[config.mk]
export PLATFORM = sky130hd
export DESIGN_NAME = spi_master
export DESIGN_NICKNAME = d
export VERILOG_FILES = /design/src/rtl/spi_master.sv
export SDC_FILE = /design/constraint.sdc
export NUM_CORES = 1
export LEC_CHECK = 0
export CORE_UTILIZATION = 34
export CTS_BUF_LIST = sky130_fd_sc_hd__clkbuf_8
export CTS_CLUSTER_SIZE = 25
export DETAILED_ROUTE_END_ITERATION = 10
export DONT_BUFFER_PORTS = 1
export GPL_TIMING_DRIVEN = 1
export SLEW_MARGIN = 20
export SYNTH_ARGS = -nofsm -noshare
export SYNTH_HDL_FRONTEND = slang
export SYNTH_SLANG_ARGS = --single-unit
[constraint.sdc]
create_clock -name sysclk -period 2.8 [get_ports sysclk]
set_input_delay 0.84 -clock sysclk [delete_from_list [all_inputs] [get_ports sysclk]]
set_output_delay 0.84 -clock sysclk [all_outputs]
set_load 0.01 [all_outputs]
[src/rtl/spi_master.sv]
// Byte-oriented SPI master, mode 0, MSB first, with programmable CS setup/hold/idle timing.
// Define SPI_MASTER_BURST_EN to allow gapless multi-byte frames under a single chip-select.
module spi_master #(
   parameter int CLK_DIV  = 4,
   parameter int CS_SETUP = 2,
   parameter int CS_HOLD  = 2,
   parameter int CS_IDLE  = 4
) (
   input  logic       sysclk,
   input  logic       iResetN,
   input  logic       iTxValid,
   input  logic [7:0] iTx,
   output logic       oTxReady,
   output logic       oRxValid,
   output logic [7:0] oRx,
   output logic       oBusy,
   output logic       oSPIClk,
   output logic       oSPIMOSI,
   input  logic       iSPIMISO,
   output logic       oSPICS
);

   typedef enum logic [2:0] {
      ST_IDLE  = 3'd0,
      ST_SETUP = 3'd1,
      ST_SHIFT = 3'd2,
      ST_HOLD  = 3'd3,
      ST_GAP   = 3'd4
   } state_t;

`ifdef SPI_MASTER_BURST_EN
   localparam bit BURST = 1'b1;
`else
   localparam bit BURST = 1'b0;
`endif

   // Phase counter reload values: each interval counts down to zero
   localparam logic [15:0] DIV_M1   = 16'(CLK_DIV - 1);
   localparam logic [15:0] SETUP_M1 = 16'(CS_SETUP - 1);
   localparam logic [15:0] HOLD_M1  = 16'(CS_HOLD - 1);
   localparam logic [15:0] IDLE_M1  = 16'(CS_IDLE - 1);
   localparam bit          DIV_IS_1 = (CLK_DIV == 1);

   state_t      r_state;
   logic [15:0] r_phase;
   logic [2:0]  r_bit;
   logic [7:0]  r_tx_sh;
   logic [7:0]  r_rx_sh;
   logic [7:0]  r_rx;
   logic        r_rx_valid;
   logic        r_tx_ready;
   logic        r_busy;
   logic        r_sclk;
   logic        r_mosi;
   logic        r_cs;

   logic        w_accept;
   logic        w_phase_end;
   logic        w_last_bit;

   assign w_accept    = iTxValid & r_tx_ready;
   assign w_phase_end = (r_phase == 16'd0);
   assign w_last_bit  = (r_bit == 3'd7);

   // Frame sequencer: owns every registered output and the shift registers
   always_ff @(posedge sysclk or negedge iResetN) begin
      if (!iResetN) begin
         r_state    <= ST_IDLE;
         r_phase    <= 16'd0;
         r_bit      <= 3'd0;
         r_tx_sh    <= 8'h00;
         r_rx_sh    <= 8'h00;
         r_rx       <= 8'h00;
         r_rx_valid <= 1'b0;
         r_tx_ready <= 1'b1;
         r_busy     <= 1'b0;
         r_sclk     <= 1'b0;
         r_mosi     <= 1'b0;
         r_cs       <= 1'b1;
      end else begin
         r_rx_valid <= 1'b0;
         case (r_state)
            ST_IDLE: begin
               if (w_accept) begin
                  r_state    <= ST_SETUP;
                  r_phase    <= SETUP_M1;
                  r_tx_sh    <= iTx;
                  r_mosi     <= iTx[7];
                  r_cs       <= 1'b0;
                  r_busy     <= 1'b1;
                  r_tx_ready <= 1'b0;
               end else begin
                  r_tx_ready <= 1'b1;
               end
            end
            ST_SETUP: begin
               if (w_phase_end) begin
                  r_state <= ST_SHIFT;
                  r_phase <= DIV_M1;
                  r_bit   <= 3'd0;
               end else begin
                  r_phase <= r_phase - 16'd1;
               end
            end
            ST_SHIFT: begin
               if (w_phase_end) begin
                  r_phase <= DIV_M1;
                  if (!r_sclk) begin
                     r_sclk     <= 1'b1;
                     r_rx_sh    <= {r_rx_sh[6:0], iSPIMISO};
                     // A one-cycle high phase means the final SHIFT cycle starts right now
                     r_tx_ready <= BURST & w_last_bit & DIV_IS_1;
                  end else begin
                     r_sclk <= 1'b0;
                     if (w_last_bit) begin
                        r_rx       <= r_rx_sh;
                        r_rx_valid <= 1'b1;
                        r_tx_ready <= 1'b0;
                        if (w_accept) begin
                           r_tx_sh <= iTx;
                           r_mosi  <= iTx[7];
                           r_bit   <= 3'd0;
                        end else begin
                           r_state <= ST_HOLD;
                           r_phase <= HOLD_M1;
                        end
                     end else begin
                        r_bit   <= r_bit + 3'd1;
                        r_tx_sh <= {r_tx_sh[6:0], 1'b0};
                        r_mosi  <= r_tx_sh[6];
                     end
                  end
               end else begin
                  r_phase <= r_phase - 16'd1;
                  if (BURST && r_sclk && w_last_bit && (r_phase == 16'd1)) begin
                     r_tx_ready <= 1'b1;
                  end else begin
                     r_tx_ready <= r_tx_ready;
                  end
               end
            end
            ST_HOLD: begin
               if (w_phase_end) begin
                  r_state <= ST_GAP;
                  r_phase <= IDLE_M1;
                  r_cs    <= 1'b1;
               end else begin
                  r_phase <= r_phase - 16'd1;
               end
            end
            ST_GAP: begin
               if (w_phase_end) begin
                  r_state    <= ST_IDLE;
                  r_busy     <= 1'b0;
                  r_tx_ready <= 1'b1;
               end else begin
                  r_phase <= r_phase - 16'd1;
               end
            end
            default: begin
               r_state    <= ST_IDLE;
               r_cs       <= 1'b1;
               r_sclk     <= 1'b0;
               r_busy     <= 1'b0;
               r_tx_ready <= 1'b1;
            end
         endcase
      end
   end

   assign oTxReady = r_tx_ready;
   assign oRxValid = r_rx_valid;
   assign oRx      = r_rx;
   assign oBusy    = r_busy;
   assign oSPIClk  = r_sclk;
   assign oSPIMOSI = r_mosi;
   assign oSPICS   = r_cs;

endmodule

Word-level counts from Yosys, hierarchy flattened
Index checks and enable logic that the tools add are counted.
- add/subtract/negate cells: 2
- eq/ne operators: 16
- muxes and demuxes: 50
- bitwise gates (word level): 6
- reduce and logical (&&, ||, !) cells: 19
- operators with widths (kind ; count):
    $mux W16 ; 4
    $pmux W16 S4 ; 1
    $mux W3 ; 12
    $mux W8 ; 4
    $mux W1 ; 18
    $ne A2 B2 Y1 const B ; 9
    $logic_not A16 Y1 ; 1
    $pmux W8 S2 ; 1
    $sub A16 B1 Y16 const B ; 1
    $pmux W3 S5 ; 1
    $reduce_and A3 Y1 ; 5
    $reduce_and A4 Y1 ; 2
    $reduce_and A8 Y1 ; 1
    $eq A3 B2 Y1 const B ; 2
    $eq A3 B3 Y1 const B ; 2
    $mux W2 ; 3
    $ne A3 B3 Y1 const B ; 2
    $pmux W1 S3 ; 2
    $pmux W3 S2 ; 1
    $reduce_or A3 Y1 ; 2
    $not A1 Y1 ; 5
    $reduce_and A5 Y1 ; 1
    $pmux W1 S2 ; 2
    $pmux W1 S4 ; 1
    other kinds (9) ; 10
- bits in registers: 52
- input port bits: 12
- output and inout port bits: 14
- word-level logic and storage cells: 105

Logic depth before layout (Yosys ltp)
- depth after elaboration: 6
- mapped depth: 8
- depth with buffers taken out: 7

Worst setup path before layout
Ideal clock, no wire load.
- path kind: register -> register
- start: reg r_phase[0]
- end: reg r_rx_sh[0]
- setup time: 125 ps
- data arrival time: 1999 ps
- data required time: 2675 ps
- setup slack: 677 ps
- stages on the path, launching flop included: 9
- path buffers: 1
- period minus slack after synthesis: 2123 ps
- cell sequence: dfrtp_1 > inv_1 > ha_1 > nor4b_1 > and4_1 > buf_4 > nand3_4 > nor2_8 > mux2_2
- longest elaborated chain between the ends: 2
- RTL lines (element ; line ; source):
    from (decl) ; 45 ; logic [15:0] r_phase;
    from (signal assigned) ; 102 ; r_phase <= r_phase - 16'd1;
    from (signal assigned) ; 134 ; r_phase <= r_phase - 16'd1;
    from (signal assigned) ; 148 ; r_phase <= r_phase - 16'd1;
    $logic_not A16 Y1 ; 62 ; assign w_phase_end = (r_phase == 16'd0);
    $reduce_and A3 Y1 (no source line) ; n/a ;
    to (signal assigned) ; 110 ; r_rx_sh <= {r_rx_sh[6:0], iSPIMISO};
    to (decl) ; 48 ; logic [7:0] r_rx_sh;
No other way between the ends.
A chain may end at the register's enable or synchronous reset.

Worst setup path after layout
- start: reg r_phase[0]
- end: reg r_rx_sh[7]
The elaborated chain is that of the path after synthesis.

==> flow_summary.ini <==
[sta]
fin_ws_ns = 0.354
fin_setup_tns_ns = 0
fin_crit_sh_pct = 87.4
hold_violations = 0
setup_viol = 0
clock-skew-final_ns = 0.0100
finalCriticalPeriod_ns = 2.45
max_slew.worst_pin.slew_ns = 0.624
final_max_slew_viol_count = 0
rsz0062_at_grt = no
slew_headroom_pct = 58.3
fmax_ghz = 0.409

[floorplan]
row_count = 32
core_area_sq_mm = 0.00773
fp.dieW_um = 91.2
die_height_um = 91.2
dieArea_sq_mm = 0.00832
initial_core_util_pct = 35.0
io_pins = 26

[route]
drtIter0Drc = 125
vias_per_cell = 5.56
vias = 2063
routed_wl_um = 5820
remaining_drc_errors = 0
drt_pre_antenna_iters = 4
drtAntennaViolNets = 0
routedWlPerCell_um = 15.7

[synth]
synthesis.area_sq_mm = 0.00271
syn_area_per_cell_sq_um = 10.3
synth_cells = 262
ys_seq_area_share_pct = 47.3
ys_warn_count = 0
async_flop_share_pct = 100
ys_ff_latch = 51
syn_nets = 277
ys.flop_type = dfrtp_1
synth_edf_count = 0
synth_cell_types = 55

[power]
p_leak_uw = 0.00130
p_per_area_mw_per_mm2 = 862
peakVddDrop_v = 0.000313

[clocking]
cts.clk_slew.worst_paths_ns = 0.11
cts_hold_buffers = 0
cts_resized = 0
cts_buffer_depth = 2
htreeDepth = 2
cts_setup_buffers = 0
cts.sinks = 51
cts_root_buf = clkbuf_8
clock_latency_ns = 0.31
cts_tree = done
cts-buffers-inserted = 5

[setup_path]
cp.arrival_ns = 2.64
reg2reg_slack_ns = 0.35
crit_type = flip-flop to flip-flop
r2r-start = r_phase[0]$_DFFE_PN0P_
r2r-end = r_rx_sh[7]$_DFFE_PN0P_
start_kind = flip-flop
cp_max_fo = 11
reg2regPathDepth = 7
worstPathRequired_ns = 3.00
end_kind = flip-flop

[grt]
grt_start_max_net_pins = 52
grt_pass1_wl_um = 10100
gr-total-overflow = 0
grt_antenna_before_repair = 0
grt_usage_pct = 15.1
grt_pass1_vias = 2039

[placed_design]
numPortBuffers = 0
pre_cts_slack_ns = 0.273
place_congestion = 0.797
dp_hpwl_um = 3970

[layout]
post-route-util_pct = 38.6
drive_above_1_share_pct = 19.0
area_growth_pct = 10.2
diodes = 0
nets = 283

[run]
cap_violations = 0

[outcome]
status = finished, final reports clean

[worst_hold_path]
min_path_type = primary input to asynchronous set/reset pin
worst max-delay path by stage:
stage                      startpoint                endpoint  depth (start not counted)
6_report       r_phase[0]$_DFFE_PN0P_  r_rx_sh[7]$_DFFE_PN0P_                          7
3_3_place_gp   r_phase[0]$_DFFE_PN0P_  r_rx_sh[3]$_DFFE_PN0P_                          7
4_1_cts        r_phase[0]$_DFFE_PN0P_      oRx[1]$_DFFE_PN0P_                          7
5_1_grt        r_phase[0]$_DFFE_PN0P_    oSPIMOSI$_DFFE_PN0P_                          7
2_1_floorplan  r_phase[0]$_DFFE_PN0P_  r_rx_sh[0]$_DFFE_PN0P_                          8
3_5_place_dp   r_phase[0]$_DFFE_PN0P_      oRx[1]$_DFFE_PN0P_                          7
Yosys cell counts, drive strengths merged (5+ instances only):
cell / number / area (sq um)
a21oi: 10 / 53.8
a2bb2oi: 8 / 70.1
and3: 5 / 31.3
buf: 5 / 27.5
clkbuf: 6 / 22.5
dfrtp: 49 / 1230
mux2: 19 / 214
nand2: 13 / 48.8
nand3: 14 / 82.6
nor2: 18 / 103
nor3: 13 / 70.1
nor4: 6 / 52.6
o21ai: 21 / 105
or3: 15 / 93.8
power breakdown:
| part | leakage [uW] | switching [uW] | total [uW] | internal (uW) |
|---|---|---|---|---|
| combinational | 0.000584 | 448 | 854 | 405 |
| clock | 0.0000587 | 276 | 548 | 272 |
| sequential | 0.000654 | 227 | 1170 | 942 |
layout by cell type, fill, tap and decap left out, types with 2 or more instances in the layout:
cell and instances:
nor4b_1 2, a21oi_1 9, nor2_1 15, a21o_1 2, a211o_1 3, inv_1 4
a2bb2oi_1 8, nand4_1 4, nor3_1 12, o21ai_0 21, dfstp_2 2, nand2_1 13
or3_1 15, or2_1 2, xnor2_1 3, a221o_1 2, nor4_1 5, dfrtp_1 49
nor3b_1 3, o21a_1 2, clkbuf_8 5, buf_4 10, a21boi_0 2, ha_1 3
nand3_1 13, and2_1 2, and3_1 5, nand4b_1 2, nor2b_1 2, nor2_8 2
mux2_2 19, a211oi_1 3
flip-flops by register name, summed over array words and instances (netlist names):
name      cells
r_phase      16
r_bit         3
oSPIMOSI      1
oRx           8
oTxReady      1
oSPIClk       1
r_tx_sh       7
r_rx_sh       8
oBusy         1
oSPICS        1
oRxValid      1
r_state       3
metal layers:
| layer | wire length [um] | GRT usage [%] | vias up |
|---|---|---|---|
| met4 | 68 | 3.97 | 0 |
| met1 | 2720 | 20.6 | 1013 |
| met3 | 322 | 3.94 | 5 |
| met5 | 0 | 0 | - |
| met2 | 2700 | 23.7 | 49 |
| li1 | - | - | 996 |
metrics by stage:
| stage | hold slack (ns) | power (uW) | cells | cell area (sq um) |
|---|---|---|---|---|
| 2_1_floorplan | 0.467 | 1800 | 262 | 2710 |
| 3_3_place_gp | 0.489 | 2020 | 363 | 2860 |
| 3_5_place_dp | 0.489 | 2030 | 363 | 2860 |
| 4_1_cts | 0.199 | 2580 | 371 | 2970 |
| 5_1_grt | 0.187 | 2760 | 371 | 2980 |
| 6_report | 0.205 | 2570 | 371 | 2980 |
kinds of logic (layout without fill, tap and decap cells):
group | Yosys count | count (layout) | synth area share [%]
AND/OR/NAND/NOR | 104 | 104 | 23.1
flip-flops | 51 | 51 | 47.3
adder cells (fa/ha/maj) | 4 | 4 | 1.76
AO/OA/AOI/OAI | 64 | 64 | 16.1
multiplexers | 20 | 20 | 8.28
XOR/XNOR | 3 | 3 | 0.972
buffers and inverters | 16 | 23 | 2.54
area by class of cell:
class                   instances  area [sq um]
repair buffers                 10          75.1
clock buffers                   5          68.8
multi-input cells             195          1370
flip-flops and latches         51          1280
well taps                     102           128
fillers                       757          4750
inverters                       5          18.8
clock inverters                 3          47.5
critical path: stages (launching register included):
cell     delay, ns
dfrtp_1       0.44
inv_1         0.10
ha_1          0.19
nor4b_1       0.38
and4_2        0.50
nand3_4       0.17
nor2_8        0.20
mux2_2        0.35
(Power assumes the default switching activity.)
